$ cat config.mk
export PLATFORM = sky130hd
export DESIGN_NAME = day_3_sched
export DESIGN_NICKNAME = d
export VERILOG_FILES = /design/src/rtl/day_3_pkg.sv /design/src/rtl/day_3_pair_unit.sv /design/src/rtl/day_3_sched.sv
export SDC_FILE = /design/constraint.sdc
export NUM_CORES = 1
export LEC_CHECK = 0
export BUFFER_PORTS_ARGS = -buffer_cell sky130_fd_sc_hd__buf_2
export CORE_MARGIN = 2
export CORE_UTILIZATION = 35
export CTS_CLUSTER_SIZE = 14
export DETAILED_ROUTE_END_ITERATION = 8
export GPL_ROUTABILITY_DRIVEN = 0
export PLACE_DENSITY_LB_ADDON = 0.1
export SETUP_SLACK_MARGIN = 0.05
export SYNTH_ARGS = -nofsm -noshare
export SYNTH_HDL_FRONTEND = slang
export SYNTH_SLANG_ARGS = --single-unit
$ cat constraint.sdc
create_clock -name clk -period 7.4 [get_ports clk]
set_input_delay 0.37 -clock clk [delete_from_list [all_inputs] [get_ports clk]]
set_output_delay 0.37 -clock clk [all_outputs]
set_load 0.01 [all_outputs]
$ cat src/rtl/day_3_pkg.sv
// -----------------------------------------------------------------------------
// day_3_pkg
// Shared types and constants for the day-3 joltage scan controller.
//   state_t  : controller FSM states (IDLE, SCAN, COMMIT, DONE)
//   DIGIT_W  : width of one incoming decimal digit
//   PAIR_W   : width of a two-digit value (0..99)
//   pair_t   : two-digit value type
//   digit_t  : single digit type
// -----------------------------------------------------------------------------
package day_3_pkg;

    localparam int DIGIT_W = 4;
    localparam int PAIR_W  = 7;

    typedef logic [PAIR_W-1:0]  pair_t;
    typedef logic [DIGIT_W-1:0] digit_t;

    typedef enum logic [1:0] {
        IDLE   = 2'd0,
        SCAN   = 2'd1,
        COMMIT = 2'd2,
        DONE   = 2'd3
    } state_t;

endpackage

$ cat src/rtl/day_3_pair_unit.sv
// -----------------------------------------------------------------------------
// day_3_pair_unit
// Running best-pair datapath for one bank. Tracks the largest digit seen so far
// (tens) and the largest ordered two-digit value tens*10+d over the bank.
//   clk   : clock
//   rst   : asynchronous active-high reset
//   clear : synchronous clear of all per-bank state
//   en    : accept digit d this cycle
//   d     : digit, already sanitised to 0..9
//   best  : best two-digit value of the bank so far
//   n     : digits seen in this bank, saturating at 2
// -----------------------------------------------------------------------------
module day_3_pair_unit
    import day_3_pkg::*;
(
    input  logic   clk,
    input  logic   rst,
    input  logic   clear,
    input  logic   en,
    input  digit_t d,
    output pair_t  best,
    output logic [1:0] n
);

    digit_t tens;
    pair_t  cand;

    // Candidate formed with the tens digit as it was before this digit arrives;
    // 9*10+9 = 99 fits in PAIR_W bits.
    assign cand = pair_t'(tens) * pair_t'(10) + pair_t'(d);

    // NOTE: sequential state uses non-blocking assignments so every register
    // samples the pre-edge values (cand and tens below both see the old tens).
    always_ff @(posedge clk or posedge rst) begin
        if (rst) begin
            tens <= '0;
            best <= '0;
            n    <= '0;
        end else if (clear) begin
            tens <= '0;
            best <= '0;
            n    <= '0;
        end else if (en) begin
            if (n == 2'd0) begin
                tens <= d;
            end else begin
                best <= (cand > best) ? cand : best;
                tens <= (d > tens) ? d : tens;
            end
            if (n != 2'd2) begin
                n <= n + 2'd1;
            end
        end
    end

endmodule

$ cat src/rtl/day_3_sched.sv
// -----------------------------------------------------------------------------
// day_3_sched
// Sequential controller for the day-3 joltage computation. Streams one digit
// per cycle through day_3_pair_unit, commits each bank's best pair into a
// running total and raises finished after BANKS banks.
// Parameters:
//   BANKS : banks per run
//   SUM_W : accumulator width
// Ports:
//   clk, rst                  : clock, asynchronous active-high reset
//   start                     : begins a run (only from IDLE or DONE)
//   digit_valid / digit_ready : digit handshake (ready is high exactly in SCAN)
//   digit, digit_last         : digit payload, last-of-bank marker
//   busy                      : high in SCAN and COMMIT
//   finished                  : high in DONE
//   output_sum                : accumulated total (wraps modulo 2^SUM_W)
//   bank_count                : banks committed this run
//   short_bank_err            : sticky, a bank had fewer than two digits
//   digit_err                 : sticky, a digit above 9 was accepted
// Optional (macro DAY3_BANK_RESULT_EN):
//   bank_result_valid         : one-cycle pulse the cycle after each COMMIT
//   bank_result               : committed bank value, held until next pulse
// -----------------------------------------------------------------------------
module day_3_sched
    import day_3_pkg::*;
#(
    parameter int BANKS = 200,
    parameter int SUM_W = 24
) (
    input  logic               clk,
    input  logic               rst,
    input  logic               start,
    input  logic               digit_valid,
    output logic               digit_ready,
    input  logic [DIGIT_W-1:0] digit,
    input  logic               digit_last,
    output logic               busy,
    output logic               finished,
    output logic [SUM_W-1:0]   output_sum,
    output logic [15:0]        bank_count,
    output logic               short_bank_err,
    output logic               digit_err
`ifdef DAY3_BANK_RESULT_EN
    ,
    output logic               bank_result_valid,
    output logic [PAIR_W-1:0]  bank_result
`endif
);

    localparam logic [15:0] LAST_BANK = 16'(BANKS - 1);

    state_t     state;
    state_t     state_next;
    logic       launch;
    logic       accept;
    logic       commit;
    logic       bad_digit;
    digit_t     d_clean;
    pair_t      pair_best;
    logic [1:0] pair_n;
    pair_t      commit_val;

    // Handshake and status outputs decode the state register only.
    assign digit_ready = (state == SCAN);
    assign busy        = (state == SCAN) || (state == COMMIT);
    assign finished    = (state == DONE);

    assign launch    = start && ((state == IDLE) || (state == DONE));
    assign accept    = digit_valid && digit_ready;
    assign commit    = (state == COMMIT);
    assign bad_digit = (digit > digit_t'(9));
    assign d_clean   = bad_digit ? '0 : digit;

    // Short banks contribute nothing.
    assign commit_val = (pair_n == 2'd2) ? pair_best : '0;

    always_ff @(posedge clk or posedge rst) begin
        if (rst) begin
            state <= IDLE;
        end else begin
            state <= state_next;
        end
    end

    // NOTE: state_next gets a default before the case so no path leaves it
    // unassigned, which would otherwise infer a latch.
    always_comb begin
        state_next = state;
        case (state)
            IDLE:    if (start) state_next = SCAN;
            SCAN:    if (accept && digit_last) state_next = COMMIT;
            COMMIT:  state_next = (bank_count == LAST_BANK) ? DONE : SCAN;
            DONE:    if (start) state_next = SCAN;
            default: state_next = IDLE;
        endcase
    end

    // Per-bank state is wiped at run start and on every COMMIT, so the next
    // SCAN always begins from an empty bank.
    day_3_pair_unit u_pair (
        .clk   (clk),
        .rst   (rst),
        .clear (launch || commit),
        .en    (accept),
        .d     (d_clean),
        .best  (pair_best),
        .n     (pair_n)
    );

    always_ff @(posedge clk or posedge rst) begin
        if (rst) begin
            output_sum     <= '0;
            bank_count     <= '0;
            short_bank_err <= 1'b0;
            digit_err      <= 1'b0;
        end else if (launch) begin
            output_sum     <= '0;
            bank_count     <= '0;
            short_bank_err <= 1'b0;
            digit_err      <= 1'b0;
        end else begin
            if (accept && bad_digit) begin
                digit_err <= 1'b1;
            end
            if (commit) begin
                output_sum <= output_sum + SUM_W'(commit_val);
                bank_count <= bank_count + 16'd1;
                if (pair_n != 2'd2) begin
                    short_bank_err <= 1'b1;
                end
            end
        end
    end

`ifdef DAY3_BANK_RESULT_EN
    always_ff @(posedge clk or posedge rst) begin
        if (rst) begin
            bank_result_valid <= 1'b0;
            bank_result       <= '0;
        end else begin
            bank_result_valid <= commit;
            if (commit) begin
                bank_result <= commit_val;
            end
        end
    end
`endif

endmodule

==> summary.md <==
| Metric | Value |
|---|---|
| Outcome | finished, final reports clean |
| HPWL after DPL | 6560 um |
| Cells after DPL | 587 |
| Critical path capture point type | register |
| Largest net degree at the start of global routing | 58 |
| DRT iter0 DRCs | 92 |
| Hold crit path type | input pin to async pin |
| RSZ-0062 raised after global routing | no |
| Antenna Nets Post-Route | 0 |
| LEAKAGE | 2.12 nW |
| Req. time, crit path | 7.62 ns |
| NetSw | 0.000467 W |
| Clk pwr share | 0.291 |
| Tot Pwr | 0.00121 W |
| Yosys warnings | 0 |
| Core Box Area | 10300 sq um |
| Setup_tns | 0 ns |
| Initial antenna violation count | 0 |
| Top post-synthesis cells by area | dfrtp_1 (39%), ha_1 (10%), nor2_1 (6.1%) |
| CTS Sinks | 57 |
| Cell Pwr Density | 280 nW/um^2 |
| Post-Syn Area per Cell | 9.08 sq um |
| Fin cells | 603 |
| Max Fclk | 232 MHz |
| Largest area contributor in the netlist | dfrtp_1 |
| Sequential group share of total power | 0.314 |
| Synth-to-Final Area Change | 17.7% |
| CTS tree | built |
| Data arrival time of the worst path | 4.53 ns |
| Logic pwr share | 0.395 |
| Synthesis-stage register bit count | 57 |
| Share of cells above drive strength 1 | 0.169 |
| Nets | 504 |
| Clock root buffer | clkbuf_8 |
| Post-synth EDFFs | 0 |
| Vias in the first global route | 3086 |
| Mapped cell area | 3680 sq um |
| Switching share of power | 0.385 |
| Die Width | 107 um |
| Top cells by count, synth | nor2_1 (60), dfrtp_1 (57), ha_1 (30), inv_1 (26), nand2_1 (26) |
| Setup Buffers After CTS | 0 |
| Worst Tran Pin Value | 0.895 ns |
| Total die area | 11300 sq um |
| Rel. slew slack | 0.403 |
| Number of remaining DRC errors | 0 |
| VDD IR max | 0.130 mV |
| Die height | 107 um |
| Fillers | 1072 |
| Setup Viol. Count Final | 0 |
| Initial core utilization | 0.358 |
| Clock skew | 0.00960 ns |
| Post-CTS Hold Buffers | 0 |
| Crit path max fanout | 7 |
| Internal power | 0.000745 W |
| Grt ovf | 0 |
| Top_reg_cell synth | dfrtp_1 |
| CP Launch Type | register |
| CTS Buffer Depth | 2 |
| Synth top area share | 0.388 |
| GRT Util Overall | 0.168 |
| Synth Instances | 405 |
| Max Slew Vio Count | 0 |
| Drt pass-1 iters | 4 |
| Max-Cap Viols | 0 |
| H-tree levels | 3 |
| Most common cell in the netlist | nor2_1 |
| Distinct cells, synth | 55 |
| Clock Latency Late Sink | 0.36 ns |
| Top Ports | 54 |
| Final hold viol count | 0 |
| Port Buffer Count | 53 |
| Sequential share of the synthesized area | 0.388 |
| Num rows | 37 |
| Post-Route WL | 8900 um |
| Via count | 3115 |
| Routed len/inst | 14.8 um |
| Period utilisation layout | 0.582 |
| Asr flop ratio synth | 1.00 |
| CP Class | register to register |
| Post-CTS resize count | 0 |
| Post-DR vias/cell | 5.17 |
| Syn_nets | 447 |
| Reg clk slew, reported paths | 0.07 ns |
| TritonCTS Buffers | 9 |
| Fin crit period | 4.31 ns |
| First-pass GRT wire length | 15000 um |
| Diode count | 0 |
==> final cells by class <==
cell class,count,area (sq um),area share
sequential,57,1430,0.330
inverter,27,104,0.0240
clock inverter,4,73.8,0.0171
timing repair buffer,56,288,0.0665
multi-input combinational,311,2100,0.485
clock buffer,12,165,0.0382
tap,136,170,0.0393
==> placed cells by master, fill, tap and decap left out, drive strengths merged, types with 3 or more instances in the layout <==
cell / n
nor4: 6
dfrtp: 57
nand2: 26
clkbuf: 12
a21oi: 25
and2: 4
fa: 3
nand4: 13
o31ai: 4
nor2: 60
buf: 56
o211ai: 6
or3: 8
xor2: 17
and3: 3
nand3: 14
mux2i: 11
a211oi: 5
nor3: 9
or4: 3
a21o: 3
o21ai: 16
inv: 27
xnor2: 12
ha: 30
==> state kept, by name, summed over array words and instances, names as in the netlist <==
signal	count
bank_count	16
digit_err	1
output_sum	24
short_bank_err	1
state	2
u_pair.best	7
u_pair.n	2
u_pair.tens	4
==> worst max-delay path, stage by stage (launching register included) <==
cell	delay [ns]
dfrtp_1	0.45
ha_1	0.30
ha_1	0.21
fa_1	0.58
and3b_1	0.22
a2111oi_0	0.43
o311ai_1	0.22
ha_1	0.34
nand4_1	0.13
a21oi_1	0.05
o31ai_1	0.72
buf_4	0.28
mux2i_1	0.19
nor2_1	0.05
==> per-stage QoR <==
step           utilization  setup WS [ns]  cell area [sq um]  hold WS [ns]
6_report             0.421           3.09               4330         0.222
5_1_grt              0.421           2.63               4330         0.309
4_1_cts              0.421           3.10               4330         0.267
3_5_place_dp         0.398           3.10               4090         0.492
3_3_place_gp         0.398           3.26               4090         0.484
2_1_floorplan            -           3.84               3680         0.490
==> power groups by stage <==
| stage | logic [W] | clock network, W | registers (W) |
|---|---|---|---|
| after floorplan | 0.000349 | 0 | 0.000385 |
| after CTS | 0.000488 | 0.000361 | 0.000381 |
| after global placement | 0.000477 | 0 | 0.000385 |
| after global routing | 0.000555 | 0.000374 | 0.000386 |
| final | 0.000479 | 0.000352 | 0.000380 |
| after detailed placement | 0.000486 | 0 | 0.000387 |
==> cell families (layout without fill, tap and decap cells) <==
| logic type | after synthesis | after routing | share of synthesized area |
|---|---|---|---|
| simple gates | 165 | 165 | 0.224 |
| mux | 11 | 11 | 0.0310 |
| flops | 57 | 57 | 0.388 |
| compound gates | 73 | 73 | 0.129 |
| xor+xnor | 29 | 29 | 0.0690 |
| fa+ha+maj | 33 | 33 | 0.118 |
| buf+inv | 37 | 99 | 0.0412 |
==> path summary, 6_finish.rpt <==
| kind | startpoint | endpoint | slack (ns) | cells past startpoint |
|---|---|---|---|---|
| max | u_pair.tens[3] | u_pair.best[0] | 3.09 | 13 |
| min | rst | bank_count[15] | 0.22 | 3 |
| max reg2reg | u_pair.tens[3] | u_pair.best[0] | 3.09 | 13 |
| min reg2reg | short_bank_err | short_bank_err | 0.49 | 2 |
| max in group asynchronous | rst | output_sum[10] | 6.65 | 3 |
| min in group clk | start | digit_err | 0.39 | 3 |
==> routing by layer <==
metal  vias to the layer above  track usage  share of wire
met5                         -            0              0
met2                        47        0.278           0.49
met3                        11       0.0282          0.031
met1                      1498        0.216           0.46
li1                       1559            -              -
met4                         0       0.0770          0.018
Note: power is estimated with default switching activity, not from simulation.
